### config.mk
export PLATFORM = sky130hd
export DESIGN_NAME = uart_transmitter
export DESIGN_NICKNAME = d
export VERILOG_FILES = /design/src/rtl/uart_pkg.sv /design/src/rtl/uart_transmitter.sv
export SDC_FILE = /design/constraint.sdc
export NUM_CORES = 1
export LEC_CHECK = 0
export ABC_AREA = 1
export CAP_MARGIN = 20
export CELL_PAD_IN_SITES_DETAIL_PLACEMENT = 0
export CELL_PAD_IN_SITES_GLOBAL_PLACEMENT = 1
export CORE_MARGIN = 2
export CORE_UTILIZATION = 35
export DETAILED_ROUTE_END_ITERATION = 6
export PLACE_DENSITY_LB_ADDON = 0.1
export SLEW_MARGIN = 0
export SYNTH_ARGS = -nofsm -noshare
export SYNTH_HDL_FRONTEND = slang
export SYNTH_SLANG_ARGS = --single-unit
export TNS_END_PERCENT = 20
### constraint.sdc
create_clock -name i_u_clk -period 1.72 [get_ports i_u_clk]
set_clock_uncertainty 0.15 [all_clocks]
set_input_delay 0.172 -clock i_u_clk [delete_from_list [all_inputs] [get_ports i_u_clk]]
set_output_delay 0.172 -clock i_u_clk [all_outputs]
set_load 0.03 [all_outputs]
### src/rtl/uart_pkg.sv
`default_nettype none
// +----------------------------------------------------------------------+
// | uart_pkg : parity modes, transmitter FSM encoding, frame length       |
// | Rev 1.0                                                               |
// +----------------------------------------------------------------------+
package uart_pkg;

  localparam int UART_CHECK_NONE = 0;
  localparam int UART_CHECK_ODD  = 1;
  localparam int UART_CHECK_EVEN = 2;

  localparam logic [2:0] ST_IDLE   = 3'd0;
  localparam logic [2:0] ST_START  = 3'd1;
  localparam logic [2:0] ST_DATA   = 3'd2;
  localparam logic [2:0] ST_PARITY = 3'd3;
  localparam logic [2:0] ST_STOP   = 3'd4;

  function automatic int unsigned uart_frame_len(input int unsigned w,
                                                 input int unsigned check,
                                                 input int unsigned s);
    return 1 + w + ((check > 0) ? 1 : 0) + s;
  endfunction

endpackage
`default_nettype wire

### src/rtl/uart_transmitter.sv
`default_nettype none
// +----------------------------------------------------------------------+
// | uart_transmitter : valid/ready word in, start/data/parity/stop out    |
// | Rev 1.0                                                               |
// +----------------------------------------------------------------------+
module uart_transmitter
  import uart_pkg::*;
#(
  parameter int P_UART_DATA_WIDTH = 8,
  parameter int P_UART_STOP_WIDTH = 1,
  parameter int P_UART_CHECK      = 0
) (
  input  logic                         i_u_clk,
  input  logic                         i_u_rst_n,
  input  logic [P_UART_DATA_WIDTH-1:0] i_uart_tx_data,
  input  logic                         i_uart_tx_valid,
  output logic                         o_uart_tx_ready,
  output logic                         o_uart_tx,
  output logic                         o_uart_tx_busy
);

  generate
    if ((P_UART_CHECK != UART_CHECK_NONE) && (P_UART_CHECK != UART_CHECK_ODD) &&
        (P_UART_CHECK != UART_CHECK_EVEN)) begin : g_bad_check
      $error("uart_transmitter: P_UART_CHECK must be 0, 1 or 2");
    end
    if ((P_UART_DATA_WIDTH < 5) || (P_UART_DATA_WIDTH > 8) ||
        (P_UART_STOP_WIDTH < 1) || (P_UART_STOP_WIDTH > 2)) begin : g_bad_width
      $error("uart_transmitter: data width 5..8, stop width 1..2");
    end
  endgenerate

  localparam logic [3:0] c_DATA_LAST = 4'(P_UART_DATA_WIDTH - 1);
  localparam logic [3:0] c_STOP_LAST = 4'(P_UART_STOP_WIDTH - 1);

  logic [2:0]                   r_state;
  logic [3:0]                   r_cnt;
  logic [P_UART_DATA_WIDTH-1:0] r_shift;
  logic                         r_parity;
  logic                         r_tx;
  logic                         r_busy;

  logic w_last_stop;
  logic w_ready;
  logic w_accept;
  logic w_parity_bit;

  assign w_last_stop  = (r_state == ST_STOP) && (r_cnt == c_STOP_LAST);
  assign w_ready      = i_u_rst_n && ((r_state == ST_IDLE) || w_last_stop);
  assign w_accept     = i_uart_tx_valid && w_ready;
  assign w_parity_bit = (P_UART_CHECK == UART_CHECK_ODD) ? ~r_parity : r_parity;

  // Each edge loads r_tx with the bit of the state being entered, so the line
  // trails the accept by exactly one cycle.
  always_ff @(posedge i_u_clk) begin
    if (!i_u_rst_n) begin
      r_state  <= ST_IDLE;
      r_cnt    <= 4'd0;
      r_shift  <= '0;
      r_parity <= 1'b0;
      r_tx     <= 1'b1;
      r_busy   <= 1'b0;
    end else begin
      case (r_state)
        ST_IDLE: begin
          if (w_accept) begin
            r_state  <= ST_START;
            r_cnt    <= 4'd0;
            r_shift  <= i_uart_tx_data;
            r_parity <= 1'b0;
            r_tx     <= 1'b0;
            r_busy   <= 1'b1;
          end
        end
        ST_START: begin
          r_state  <= ST_DATA;
          r_cnt    <= 4'd0;
          r_tx     <= r_shift[0];
          r_shift  <= r_shift >> 1;
          r_parity <= r_parity ^ r_shift[0];
        end
        ST_DATA: begin
          if (r_cnt == c_DATA_LAST) begin
            r_cnt <= 4'd0;
            if (P_UART_CHECK != UART_CHECK_NONE) begin
              r_state <= ST_PARITY;
              r_tx    <= w_parity_bit;
            end else begin
              r_state <= ST_STOP;
              r_tx    <= 1'b1;
            end
          end else begin
            r_cnt    <= r_cnt + 4'd1;
            r_tx     <= r_shift[0];
            r_shift  <= r_shift >> 1;
            r_parity <= r_parity ^ r_shift[0];
          end
        end
        ST_PARITY: begin
          r_state <= ST_STOP;
          r_cnt   <= 4'd0;
          r_tx    <= 1'b1;
        end
        ST_STOP: begin
          if (r_cnt == c_STOP_LAST) begin
            r_cnt <= 4'd0;
            if (w_accept) begin
              r_state  <= ST_START;
              r_shift  <= i_uart_tx_data;
              r_parity <= 1'b0;
              r_tx     <= 1'b0;
            end else begin
              r_state <= ST_IDLE;
              r_busy  <= 1'b0;
            end
          end else begin
            r_cnt <= r_cnt + 4'd1;
          end
        end
        default: begin
          r_state <= ST_IDLE;
          r_cnt   <= 4'd0;
          r_tx    <= 1'b1;
          r_busy  <= 1'b0;
        end
      endcase
    end
  end

  assign o_uart_tx_ready = w_ready;
  assign o_uart_tx       = r_tx;
  assign o_uart_tx_busy  = r_busy;

endmodule
`default_nettype wire

==> run_results.csv <==
group,metric,value,unit
run_status,outcome,"finished clean",
global_routing,use_met2,26.6,%
cells_and_area,fin_cells,183,
route,wl,2250,um
cells_and_area,regArea,347,sq um
clock_tree,cts_inserted_buffers,3,
worst_setup_path,r2r_slack,160,ps
timing,fmax,0.616,GHz
timing,layout_setup_ws,96.9,ps
synth,synth_cells,132,
worst_setup_path,criticalPathCategory,"reg -> out",
timing,finalHoldViolations,0,
global_routing,grt_pass1_wl,3960,um
cells_and_area,layout.nets,166,
clock_tree,htreeDepth,1,
floorplan,io_pins,14,
clock_tree,clock-root-buffer,"clkbuf_4",
floorplan,die_area,3400,sq um
placed_design,dpl_cell_area,1220,sq um
timing,slew_headroom,79.4,%
worst_setup_path,required,1400,ps
route,route.detailed.drc,0,
synth,synth_seq_area_share,33.0,%
synth,avgSynthCellArea,7.82,sq um
timing,slew_violations,0,
synth,ys_warn_count,0,
worst_setup_path,r2r_cells,9,
route,ant_nets,0,
placed_design,dpl.hpwl,1640,um
floorplan,core,2780,sq um
floorplan,die_h,58.3,um
timing,rsz0062_at_grt,"false",
global_routing,antenna_found_initial,0,
worst_setup_path,end_kind,"output pin",
floorplan,initial_core_util,37.1,%
cells_and_area,stdcell_area,1260,sq um
pwr,p_leak,0.503,nW
timing,tightest_slew,309,ps
global_routing,top_usage_layer,"met2",
timing,min_period,1620,ps
min_path,min-delay-start,"r_shift[2]",
global_routing,grtUsageMet3,2.64,%
worst_setup_path,cp-start-kind,"flip-flop",
clock_tree,clock_path_buffers,2,
global_routing,grt_overflow,0,
synth,synth_seq_cells,17,
floorplan,die_w,58.3,um
min_path,min_to,"r_shift[2]",
worst_setup_path,max_stage_delay,360,ps
cells_and_area,insertedDiodeCount,0,
worst_setup_path,cp_data_arrival_time,1300,ps
worst_setup_path,critPathMaxFanout,6,
flow_run,cap_violations,0,
timing,post-route-period-util,94.4,%
worst_setup_path,path_cells,"inv_2 -> nand2_4 -> nor2_4 -> a21boi_1 -> buf_4",
cells_and_area,drive_above_1_share,28.3,%
cells_and_area,multi_input_area,632,sq um
route,wire_per_inst,12.3,um
floorplan,rows,19,
placed_design,placed_cells,178,
worst_setup_path,crit_path_top_delay_cell,"dfxtp_2",
worst_setup_path,r2r-end,"r_shift[0]",
cells_and_area,area_growth,21.8,%
synth,syn_nets,145,
route,num_vias,928,
timing,setup_violations,0,
worst_setup_path,r2r-start,"r_cnt[0]",
min_path,hp-class,"reg -> reg",
global_routing,grt_max_degree,14,
global_routing,grt_pass1_vias,895,
placed_design,finalWeightedCongestion,0.739,
synth,syn-cell-area,1030,sq um
clock_tree,worstSkewPairLatency,290,ps
clock_tree,ctsHoldBuffers,0,
clock_tree,clkTransAtPathRegs,100,ps
timing,setup_tns,0,ps
pwr,p_per_area,779,nW/um^2
route,first_pass_iters,4,
pwr,total_power,980,uW
clock_tree,cts.sinks,17,
cells_and_area,nFillCells,303,
global_routing,met1_usage,18.8,%
clock_tree,cts_tree,"built",
global_routing,track_usage,15.3,%
placed_design,place_ws,104,ps
pwr,ir_drop,0.000473,V
route,drt_iter0_drc,43,
min_path,holdPathStages,2,
route,vias_per_cell,5.07,
placed_design,portBuffers,13,
synth,synth.distinct_cells,25,
-- Yosys cell counts (all sizes together) --
master,instances,area (sq um)
dfxtp,17,340
o211ai,1,7.51
nor2,8,42.5
inv,13,56.3
nand3,23,153
nor3,1,5.00
ha,2,25.0
a211oi,2,20.0
a21oi,16,106
xor2,1,8.76
nand4,3,18.8
nand2,43,238
buf,1,3.75
a21boi,1,7.51
-- logic make-up (layout without fill, tap and decap cells) --
| kind of cell | after synthesis | in the layout | share of synthesized area, % |
|---|---|---|---|
| and+or+nand+nor | 78 | 78 | 44.2 |
| AOI/OAI and AO/OA | 20 | 20 | 13.7 |
| DFF | 17 | 17 | 33.0 |
| buffers and inverters | 14 | 34 | 5.82 |
| adders and majority gates | 2 | 2 | 2.42 |
| xor gates and xnor gates | 1 | 1 | 0.849 |
-- how the worst max path moves through the flow --
stage	startpoint	to	slack, ps
3_3_place_gp	i_u_rst_n	r_shift[6]	110
5_1_grt	r_cnt[0]	o_uart_tx_ready	1
2_1_floorplan	r_state[0]	o_uart_tx_ready	20
3_5_place_dp	i_u_rst_n	r_shift[4]	100
4_1_cts	r_state[0]	o_uart_tx_ready	10
6_report	r_state[1]	o_uart_tx_ready	100
-- metal layers --
metal | share of wire (%) | wire length [um] | vias up
met2 | 50 | 1130 | 12
li1 | - | - | 481
met4 | 0.71 | 16 | 0
met5 | 0 | 0 | -
met1 | 46 | 1050 | 433
met3 | 2.6 | 58 | 2
-- critical path: cells and delay by family, from the launching register on --
kind / cells / cell delay, ps
AO/OA/AOI/OAI: 1 / 170
buffers and inverters: 2 / 260
flip-flops: 1 / 360
AND/OR/NAND/NOR: 2 / 220
-- repair_timing --
action | in CTS | in global routing
endpoints found under the setup margin | 1 | 2
setup buffers | 0 | 1
gates resized for setup | 1 | 4
-- cell type report --
type	count	area share (%)
multi-input cells	101	50.2
flip-flops and latches	17	27.6
repair buffers	17	12.5
inverters	13	4.48
well taps	31	3.08
clock buffers	4	2.09
-- sequential cells by signal, indices dropped and copies added (netlist names) --
register and count:
r_cnt 4, r_state 3, o_uart_tx 1, r_shift 8
o_uart_tx_busy 1
-- metrics by stage --
| stage | util (%) | hold WS (ps) |
|---|---|---|
| 6_report | 45.2 | 320 |
| 5_1_grt | 45.2 | 335 |
| 4_1_cts | 44.8 | 322 |
| 3_5_place_dp | 43.8 | 305 |
| 3_3_place_gp | 43.8 | 303 |
| 2_1_floorplan | - | 116 |
-- cell usage in the layout, fill, tap and decap left out --
cell / synthesis / layout
a211oi_2: 1 / 1
inv_6: 1 / 1
nand2_4: 1 / 1
clkdlybuf4s50_1: 0 / 12
nor2_2: 2 / 2
inv_2: 4 / 4
nor2_1: 5 / 5
clkbuf_1: 0 / 1
inv_4: 1 / 1
nand2_8: 3 / 3
nand4_1: 3 / 3
dfxtp_4: 0 / 1
a211oi_1: 1 / 1
ha_1: 2 / 2
dfxtp_1: 17 / 14
a21oi_1: 9 / 9
a21boi_1: 0 / 1
nand2_2: 8 / 8
inv_1: 7 / 7
buf_4: 0 / 5
nor3_1: 1 / 1
a21oi_2: 7 / 7
nand3_4: 3 / 3
nor2_4: 1 / 1
o211ai_1: 1 / 1
xor2_1: 1 / 1
nand3_1: 20 / 20
dfxtp_2: 0 / 2
nand2_1: 31 / 31
clkbuf_4: 0 / 3
-- report_power, final --
part	switching, mW	internal (mW)
clock network	0.129	0.0901
registers	0.0233	0.427
logic	0.181	0.129
Note: power is estimated with default switching activity, not from simulation.
